==> config.mk <==
export PLATFORM = sky130hd
export DESIGN_NAME = icache_direct_flat
export DESIGN_NICKNAME = d
export VERILOG_FILES = /design/src/rtl/icache_direct_if.sv /design/src/rtl/icache_direct.sv /design/src/flat_wrapper.sv
export SDC_FILE = /design/constraint.sdc
export NUM_CORES = 1
export LEC_CHECK = 0
export CAP_MARGIN = 30
export CELL_PAD_IN_SITES_DETAIL_PLACEMENT = 1
export CELL_PAD_IN_SITES_GLOBAL_PLACEMENT = 1
export CORE_UTILIZATION = 39
export DETAILED_ROUTE_END_ITERATION = 10
export HOLD_SLACK_MARGIN = 0.15
export PLACE_DENSITY_LB_ADDON = 0.1
export SKIP_LAST_GASP = 1
export SLEW_MARGIN = 30
export SYNTH_ARGS = -nofsm -noshare
export SYNTH_HDL_FRONTEND = slang
export SYNTH_SLANG_ARGS = --single-unit
==> constraint.sdc <==
create_clock -name CLK -period 7.65 [get_ports CLK]
set_input_delay 0.765 -clock CLK [delete_from_list [all_inputs] [get_ports CLK]]
set_output_delay 0.765 -clock CLK [all_outputs]
set_load 0.01 [all_outputs]
==> src/rtl/icache_direct_if.sv <==
// Fetch-side and memory-control-side signals of the direct-mapped instruction cache.
// The cache uses the slave modport; the datapath/memory environment uses master.
interface icache_direct_if #(
    parameter int unsigned CNTW = 16
);
    logic            imemREN;
    logic [31:0]     imemaddr;
    logic            ihit;
    logic [31:0]     imemload;
    logic            flush;
    logic            iREN;
    logic [31:0]     iaddr;
    logic            iwait;
    logic [31:0]     iload;
    logic [CNTW-1:0] hitcnt;
    logic [CNTW-1:0] misscnt;

    modport slave (
        input  imemREN, imemaddr, flush, iwait, iload,
        output ihit, imemload, iREN, iaddr, hitcnt, misscnt
    );

    modport master (
        output imemREN, imemaddr, flush, iwait, iload,
        input  ihit, imemload, iREN, iaddr, hitcnt, misscnt
    );
endinterface

==> src/rtl/icache_direct.sv <==
// Direct-mapped read-only instruction cache: combinational hits, one-word refill on miss,
// synchronous flush, and saturating hit/miss counters.
module icache_direct #(
    parameter int unsigned SETS = 16,
    parameter int unsigned CNTW = 16
) (
    input  logic           CLK,
    input  logic           nRST,
    icache_direct_if.slave bus
);
    localparam int unsigned IDX  = $clog2(SETS);
    localparam int unsigned TAGW = 30 - IDX;

    typedef enum logic {
        IDLE,
        FETCH
    } state_e;

    state_e          state_q, state_d;
    logic [SETS-1:0] valid_q, valid_d;
    logic [29:0]     missaddr_q, missaddr_d;
    logic            iren_q, iren_d;
    logic [31:0]     iaddr_q, iaddr_d;
    logic [CNTW-1:0] hitcnt_q, hitcnt_d;
    logic [CNTW-1:0] misscnt_q, misscnt_d;

    logic [TAGW-1:0] tag_mem  [SETS];
    logic [31:0]     data_mem [SETS];

    logic [TAGW-1:0] req_tag;
    logic [IDX-1:0]  req_idx;
    logic [TAGW-1:0] miss_tag;
    logic [IDX-1:0]  miss_idx;
    logic            hit;
    logic            fill;
    logic            unused_addr_bits;

    assign req_tag          = bus.imemaddr[31:IDX+2];
    assign req_idx          = bus.imemaddr[IDX+1:2];
    assign miss_tag         = missaddr_q[29:IDX];
    assign miss_idx         = missaddr_q[IDX-1:0];
    assign unused_addr_bits = ^bus.imemaddr[1:0];

    // A flush cycle never reports a hit, so flush also blocks the hit counter.
    assign hit  = bus.imemREN & ~bus.flush & (state_q == IDLE)
                & valid_q[req_idx] & (tag_mem[req_idx] == req_tag);
    assign fill = (state_q == FETCH) & ~bus.flush & ~bus.iwait;

    assign bus.ihit     = hit;
    assign bus.imemload = hit ? data_mem[req_idx] : '0;
    assign bus.iREN     = iren_q;
    assign bus.iaddr    = iaddr_q;
    assign bus.hitcnt   = hitcnt_q;
    assign bus.misscnt  = misscnt_q;

    always_comb begin
        state_d    = state_q;
        valid_d    = valid_q;
        missaddr_d = missaddr_q;
        iren_d     = iren_q;
        iaddr_d    = iaddr_q;
        hitcnt_d   = hitcnt_q;
        misscnt_d  = misscnt_q;

        if (hit && hitcnt_q != '1) begin
            hitcnt_d = hitcnt_q + 1'b1;
        end

        if (bus.flush) begin
            valid_d = '0;
            state_d = IDLE;
            iren_d  = 1'b0;
            iaddr_d = '0;
        end else begin
            case (state_q)
                IDLE: begin
                    if (bus.imemREN && !hit) begin
                        missaddr_d = bus.imemaddr[31:2];
                        state_d    = FETCH;
                        iren_d     = 1'b1;
                        iaddr_d    = {bus.imemaddr[31:2], 2'b00};
                        if (misscnt_q != '1) begin
                            misscnt_d = misscnt_q + 1'b1;
                        end
                    end
                end
                FETCH: begin
                    if (!bus.iwait) begin
                        valid_d[miss_idx] = 1'b1;
                        state_d           = IDLE;
                        iren_d            = 1'b0;
                        iaddr_d           = '0;
                    end
                end
                default: state_d = IDLE;
            endcase
        end
    end

    always_ff @(posedge CLK or negedge nRST) begin
        if (!nRST) begin
            state_q    <= IDLE;
            valid_q    <= '0;
            missaddr_q <= '0;
            iren_q     <= 1'b0;
            iaddr_q    <= '0;
            hitcnt_q   <= '0;
            misscnt_q  <= '0;
        end else begin
            state_q    <= state_d;
            valid_q    <= valid_d;
            missaddr_q <= missaddr_d;
            iren_q     <= iren_d;
            iaddr_q    <= iaddr_d;
            hitcnt_q   <= hitcnt_d;
            misscnt_q  <= misscnt_d;
        end
    end

    // Tag and data storage need no reset; the valid bits gate their use.
    always_ff @(posedge CLK) begin
        if (fill) begin
            tag_mem[miss_idx]  <= miss_tag;
            data_mem[miss_idx] <= bus.iload;
        end
    end
endmodule

==> src/flat_wrapper.sv <==
// flat-port wrapper written by rule: the top's interface ports become plain ports
module icache_direct_flat 
#(
    parameter int unsigned SETS = 16,
    parameter int unsigned CNTW = 16
)
  (CLK, nRST, bus_imemREN, bus_imemaddr, bus_flush, bus_iwait, bus_iload, bus_ihit, bus_imemload, bus_iREN, bus_iaddr, bus_hitcnt, bus_misscnt);
  icache_direct_if #(.CNTW(CNTW)) bus_i ();
  input  logic CLK;
  input  logic nRST;
  input wire logic [$bits(bus_i.imemREN)-1:0] bus_imemREN;
  input wire logic [$bits(bus_i.imemaddr)-1:0] bus_imemaddr;
  input wire logic [$bits(bus_i.flush)-1:0] bus_flush;
  input wire logic [$bits(bus_i.iwait)-1:0] bus_iwait;
  input wire logic [$bits(bus_i.iload)-1:0] bus_iload;
  output wire logic [$bits(bus_i.ihit)-1:0] bus_ihit;
  output wire logic [$bits(bus_i.imemload)-1:0] bus_imemload;
  output wire logic [$bits(bus_i.iREN)-1:0] bus_iREN;
  output wire logic [$bits(bus_i.iaddr)-1:0] bus_iaddr;
  output wire logic [$bits(bus_i.hitcnt)-1:0] bus_hitcnt;
  output wire logic [$bits(bus_i.misscnt)-1:0] bus_misscnt;
  assign bus_i.imemREN = bus_imemREN;
  assign bus_i.imemaddr = bus_imemaddr;
  assign bus_i.flush = bus_flush;
  assign bus_i.iwait = bus_iwait;
  assign bus_i.iload = bus_iload;
  assign bus_ihit = bus_i.ihit;
  assign bus_imemload = bus_i.imemload;
  assign bus_iREN = bus_i.iREN;
  assign bus_iaddr = bus_i.iaddr;
  assign bus_hitcnt = bus_i.hitcnt;
  assign bus_misscnt = bus_i.misscnt;
  icache_direct #(.SETS(SETS), .CNTW(CNTW)) u_core (.CLK(CLK), .nRST(nRST), .bus(bus_i));
endmodule
==> impl_metrics.py, run 1 <==
metrics = {
    "sta": {
        "maxSlewHeadroom_pct": 35.8,
        "clock.fmax_mhz": 161,
        "hold_viol": 0,
        "final.setup.worst_slack_ps": 1430,
        "fin_skew_ps": 26.8,
        "setup_viol": 0,
        "slew_viol_final": 0,
        "worst_pin_slew_ps": 963,
        "setup-tns-final_ps": 0,
        "period_needed_ps": 6220,
        "rsz0062_at_grt": "no",
        "finalCritPeriodShare_pct": 81.3,
    },
    "worst_setup_path": {
        "critPathMaxFanout": 55,
        "max_stage_delay_ps": 880,
        "critPathCaptureType": "output port",
        "startpoint_type": "input pin",
        "worstPathArrival_ps": 5450,
        "worstPathCellList": "buf_6, buf_4, mux4_2, mux2i_1, xnor2_1, a21oi_1, nand4_1, or3_1, or4b_4, nor2b_1, clkdlybuf4s50_1",
        "critical_path_class": "in2out",
        "slowest_stage": "or4b_4",
        "cp_data_required_time_ps": 6880,
    },
    "clock_network": {
        "cts_setup_buffers": 0,
        "clkTransAtPathRegs_ps": 60,
        "cts_buffers": 109,
        "cts_tree": "yes",
        "clk_path_buf_depth": 3,
        "h-tree-depth": 3,
        "clock_latency_ps": 680,
        "root_buffer": "clkbuf_16",
        "ctsResizeCount": 0,
        "cts_num_sinks": 1038,
    },
    "place": {
        "gp_congestion": 0.732,
        "dp_hpwl_um": 54000,
        "dp_slack_ps": 1370,
        "port_buffers": 162,
    },
    "floorplan": {
        "initial_core_util_pct": 39.5,
        "die-width_um": 324,
        "ioPinCount": 167,
        "die_area_mm2": 0.105,
        "core_area_mm2": 0.102,
        "num_rows": 117,
        "chipHeight_um": 324,
    },
    "drt": {
        "ant_nets": 0,
        "drt-total-wl_um": 101000,
        "drt_iter0_drc": 1707,
        "via_per_inst": 5.51,
        "drtPass1Iterations": 5,
        "vias": 19529,
        "drt-wirelength-per-cell_um": 28.6,
        "drc": 0,
    },
    "global_routing": {
        "first_global_vias": 21116,
        "met3_usage_pct": 2.91,
        "grt_overflow": 0,
        "met2_usage_pct": 32.3,
        "grt_antenna_before_repair": 1,
        "grt_max_degree": 76,
        "top_usage_layer": "met2",
        "grt_usage_pct": 19.7,
        "met1_usage_pct": 27.5,
        "grt_pass1_wl_um": 147000,
    },
    "logic_synthesis": {
        "netlist.area_leader.share_pct": 68.9,
        "synth_common_cells": "928 x edfxtp_1, 264 x mux4_2, 110 x dfrtp_1",
        "async_reset_ff_share_pct": 10.6,
        "ys_seq_area_share_pct": 75.7,
        "ys_warn_count": 0,
        "synthFlopType": "edfxtp_1",
        "syn_area_per_cell_um2": 21.8,
        "syn-instance-count": 1854,
        "synth_edf_count": 928,
        "synth_area_leaders": "edfxtp_1 69%, mux4_2 15%, dfrtp_1 6.8%",
        "ys_seq_elements": 1038,
        "ys_types": 61,
        "yosysTopAreaCell": "edfxtp_1",
        "syn-cell-area_mm2": 0.0404,
        "yosysMostFrequentCell": "edfxtp_1",
    },
    "hold_path": {
        "hold_class": "reg2reg",
    },
    "final_layout": {
        "nNetsFinal": 2158,
        "synthToLayoutAreaGrowth_pct": 17.2,
        "drive_gt1_share_pct": 24.3,
        "diodes": 0,
    },
    "run": {
        "cap_viol_max_count": 0,
    },
    "outcome": {
        "status": "complete, no violations",
    },
    "power_and_ir_drop": {
        "vdd_drop_max_mv": 0.165,
        "leakage_nw": 15.5,
        "finalPower_mw": 12.2,
        "p_per_area_mw_per_mm2": 258,
    },
}
[report_power, final]
group	total, mW	internal, mW	leakage, nW	switching [mW]
registers	6.52	6.36	9.78	0.153
clock network	5.03	2.87	1.67	2.17
logic	0.672	0.313	4.01	0.359
[critical path: cells and delay by family]
family / cells / cell delay (ps)
buffers and inverters: 3 / 1670
AND/OR/NAND/NOR: 4 / 1660
multiplexers: 2 / 800
AO/OA/AOI/OAI: 1 / 310
XOR/XNOR: 1 / 100
[logic make-up (layout without fill, tap and decap cells)]
logic type                 Yosys count  after routing  synth area share, %
DFF                               1038           1038                 75.7
other                                1              2              0.00927
and+or+nand+nor                    216            216                 2.96
AOI/OAI and AO/OA                   91             91                 1.89
muxes                              354            354                 17.0
xor gates and xnor gates            48             48                 1.04
adders and majority gates            2              2               0.0619
buffers and inverters              104            426                 1.28
[registers in the layout, summed over array words and instances (netlist names)]
signal	cells
u_core.data_mem	512
u_core.tag_mem	416
u_core.bus.iaddr	30
u_core.missaddr_q	30
u_core.bus.hitcnt	16
u_core.bus.misscnt	16
u_core.valid_q	16
u_core.bus.iREN	1
u_core.state_q	1
[cells in the final DEF (no fill, tap or decap), types with 7 or more instances in the layout]
master,Yosys,routed
a21o_1,16,16
a22oi_1,7,7
a32o_1,30,30
and3_1,17,17
buf_12,0,8
buf_4,12,41
clkbuf_1,40,24
clkbuf_16,0,112
clkdlybuf4s50_1,0,157
clkinv_1,3,27
clkinv_2,0,27
dfrtp_1,110,110
edfxtp_1,928,928
mux2_1,9,9
mux2_2,30,30
mux2i_1,51,51
mux4_2,264,264
nand2_1,30,30
nand2b_1,8,8
nand3_1,29,29
nand4_1,11,11
nor2_1,27,17
nor2_4,0,10
nor2b_1,43,43
nor3_1,20,15
nor4_1,9,9
xnor2_1,36,36
xor2_1,12,12
[routing by layer]
layer  vias up  wire length (µm)  part of all wire (%)
met5         -                 0                     0
met4         0              2020                   2.0
met3       118              4390                   4.3
met2       459             50100                    49
met1     10708             44800                    44
li1       8244                 -                     -
[per-stage QoR]
step                instance area [µm²]  hold WS (ps)  util, %  cells
floorplan                         40400           448        -   1855
global placement                  43800           458     42.8   3336
detailed placement                44000           464     43.0   3341
CTS                               47300           478     46.3   3543
global route                      47400           504     46.3   3545
finish                            47400           476     46.3   3545
[worst paths after layout]
path / startpoint / endpoint / slack [ps] / depth (start not counted)
worst max-delay path: bus_imemaddr[4] / bus_imemload[17] / 1430 / 11
min in group asynchronous: nRST / u_core.bus.hitcnt[7] / 710 / 2
max in group asynchronous: nRST / u_core.valid_q[2] / 5660 / 3
worst max register to register: u_core.tag_mem[15][9] / u_core.bus.iaddr[8] / 2970 / 10
worst min-delay path: u_core.valid_q[14] / u_core.valid_q[14] / 480 / 1
worst min register to register: u_core.valid_q[14] / u_core.valid_q[14] / 480 / 1
[final cells by class]
class / instances / area [µm²]
clock buffer: 139 / 2930
fill: 9250 / 54900
tap: 1368 / 1710
timing repair buffer: 217 / 2230
inverter: 8 / 32.5
clock inverter: 62 / 439
multi-input combinational: 713 / 9430
sequential: 1038 / 30600
[repair_timing]
| action | in CTS | in global routing |
|---|---|---|
| endpoints found under the setup margin | 0 | 0 |
| hold endpoints to repair | 9 | 0 |
| hold buffers | 1 | 0 |
No activity file was read; power rests on OpenSTA's default activity.
==> run 2: changes to the inputs <==
- clock period: 7.65 -> 5.3 ns (I/O delays scaled with it)
==> impl_metrics.py, run 2 (synthesis results as in run 1) <==
metrics = {
    "outcome": {
        "status": "complete, no violations",
    },
    "place": {
        "dp_cells": 3367,
        "port_buffers": 162,
        "gp_congestion": 0.771,
        "dp_hpwl_um": 55500,
    },
    "sta": {
        "period_needed_ps": 5090,
        "rsz0062_at_grt": "no",
        "setup_viol": 0,
        "finalCritPeriodShare_pct": 96.0,
        "clock.fmax_mhz": 196,
        "worst_pin_slew_ps": 953,
        "fin_skew_ps": 19.5,
        "setup-tns-final_ps": 0,
        "slew_viol_final": 0,
        "hold_viol": 0,
        "maxSlewHeadroom_pct": 36.3,
        "whs_ps": 272,
    },
    "power_and_ir_drop": {
        "p_switching_mw": 3.89,
        "p_seq_share_pct": 52.4,
        "pwr-share-clk_pct": 42.2,
        "vdd_drop_max_mv": 0.235,
        "p_per_area_mw_per_mm2": 374,
        "intPower_mw": 14.1,
        "leakage_nw": 15.7,
        "swShare_pct": 21.6,
        "power_frac_comb_pct": 5.5,
    },
    "final_layout": {
        "drive_gt1_share_pct": 25.6,
        "largest_reg_flops": 512,
        "fin_cells": 3576,
        "nFillCells": 9164,
        "seq_area_mm2": 0.0306,
        "multi_input_area_mm2": 0.00951,
        "synthToLayoutAreaGrowth_pct": 18.7,
        "reg_top3": "u_core.data_mem: 512 flops, u_core.tag_mem: 416 flops",
        "regMostFlops": "u_core.data_mem",
        "layout_commonest_cell": "edfxtp_1",
        "nNetsFinal": 2184,
        "final_cell_mix": "928 x edfxtp_1, 264 x mux4_2, 157 x clkdlybuf4s50_1",
    },
    "clock_network": {
        "clock_latency_ps": 690,
        "root_buffer": "clkbuf_16",
        "cts_tree": "yes",
        "cts_num_sinks": 1038,
        "clk_path_buf_depth": 3,
        "clkTransAtPathRegs_ps": 60,
        "cts_buffers": 111,
        "cts_setup_buffers": 0,
        "h-tree-depth": 3,
    },
    "worst_setup_path": {
        "critPathCaptureType": "output port",
        "path_buf_inv": 2,
        "setup.worst_path.start": "u_core.tag_mem[12][10]",
        "r2r_cells": 10,
        "cp.depth": 10,
        "r2r_start": "u_core.tag_mem[12][10]",
        "max_stage_delay_ps": 600,
        "slowest_stage": "or4b_4",
        "worstPathArrival_ps": 4560,
        "worstReg2RegEnd": "u_core.bus.hitcnt[13]",
        "worstSetupEndpoint": "bus_imemload[0]",
        "rrSetupSlack_ps": 1300,
        "critPathMaxFanout": 45,
        "worstPathCellList": "mux4_2, a22oi_1, nand3_1, xnor2_1, o2111ai_1, or3_1, or4b_4, buf_12, nor2b_1, clkdlybuf4s50_1",
        "cp_data_required_time_ps": 4770,
        "startpoint_type": "flop",
        "critical_path_class": "reg2out",
        "cp_top_family": "simple AND/OR/NAND/NOR gates",
    },
    "global_routing": {
        "grt_usage_pct": 19.8,
        "grt_max_degree": 93,
        "first_global_vias": 21342,
        "grt_pass1_wl_um": 148000,
        "grt_antenna_before_repair": 0,
        "grt_overflow": 0,
    },
    "drt": {
        "drtPass1Iterations": 7,
        "drt-wirelength-per-cell_um": 28.4,
        "drc": 0,
        "via_per_inst": 5.46,
        "drt-total-wl_um": 102000,
        "vias": 19511,
        "drt_iter0_drc": 1323,
        "ant_nets": 0,
    },
    "hold_path": {
        "hold_class": "in2reg",
    },
    "floorplan": {
        "die_area_mm2": 0.105,
        "ioPinCount": 167,
        "initial_core_util_pct": 39.5,
        "die-width_um": 324,
        "num_rows": 117,
        "core_area_mm2": 0.102,
        "chipHeight_um": 324,
    },
    "run": {
        "cap_viol_max_count": 0,
    },
}
==> run 2: changes by cell type in the layout (fill, tap and decap cells not counted), moves of 3 or more <==
cell and change:
xnor2_2 +3, buf_12 +15, buf_16 -3, bufinv_16 +5, nor3_4 +5, xnor2_1 -4
clkbuf_1 -3, nor3_2 -5, buf_4 +11
==> run 2: metrics by stage <==
step	area [µm²]	power (mW)	setup WS, ps	util [%]
2_1_floorplan	40500	10.1	1060	-
5_1_grt	48000	18.5	18.1	46.9
6_report	48000	18.0	211	46.9
3_3_place_gp	44300	10.5	226	43.3
3_5_place_dp	44400	10.6	169	43.4
4_1_cts	47900	18.2	79.9	46.9
==> run 2: timing repair <==
action	CTS	global route
hold endpoints to repair	67	0
setup endpoints to repair	1	30
hold buffers	1	0
cloned	0	0
resized for setup	1	5
==> run 2: cell type report <==
class	instances	share of cell area, %
flip-flops and latches	1038	63.8
multi-input cells	713	19.8
clock buffers	137	6.17
repair buffers	241	5.31
well taps	1368	3.57
clock inverters	70	1.25
inverters	8	0.0678
diodes	1	0.00521
==> run 2: worst min-delay path by stage <==
stage                       start                   end  slack (ps)  cells after the start
2_1_floorplan                nRST  u_core.bus.hitcnt[0]         230                      0
3_3_place_gp    u_core.valid_q[4]     u_core.valid_q[4]         460                      1
3_5_place_dp   u_core.valid_q[12]    u_core.valid_q[12]         470                      1
4_1_cts           bus_imemaddr[4]   u_core.bus.iaddr[4]         250                      2
5_1_grt           bus_imemaddr[4]   u_core.bus.iaddr[4]         290                      2
6_report          bus_imemaddr[4]   u_core.bus.iaddr[4]         270                      2
==> run 2: power by group through the flow <==
stage	Sequential [mW]	Combinational [mW]	Clock (mW)
after global routing	9.44	1.06	8.03
after detailed placement	9.58	0.999	0
final	9.41	0.983	7.57
after CTS	9.41	1.00	7.76
after global placement	9.56	0.982	0
after floorplan	9.51	0.550	0
==> run 2: per-layer routing <==
metal | part of all wire (%) | routed length, µm | track usage, % | vias to the layer above
met5 | 0 | 0 | 0 | -
met4 | 2.0 | 2020 | 5.41 | 0
met3 | 3.6 | 3630 | 2.70 | 123
met2 | 51 | 51800 | 33.6 | 399
met1 | 44 | 44200 | 26.6 | 10691
li1 | - | - | - | 8298
==> run 2: worst register-to-register path, stage by stage (launching register included) <==
cell       delay, ps
edfxtp_1         360
mux4_2           460
a22oi_1          210
nand3_1          110
xnor2_1          580
o2111ai_1        200
or3_1            390
or4b_4           600
buf_12           230
nor4_1           390
mux2_1           360
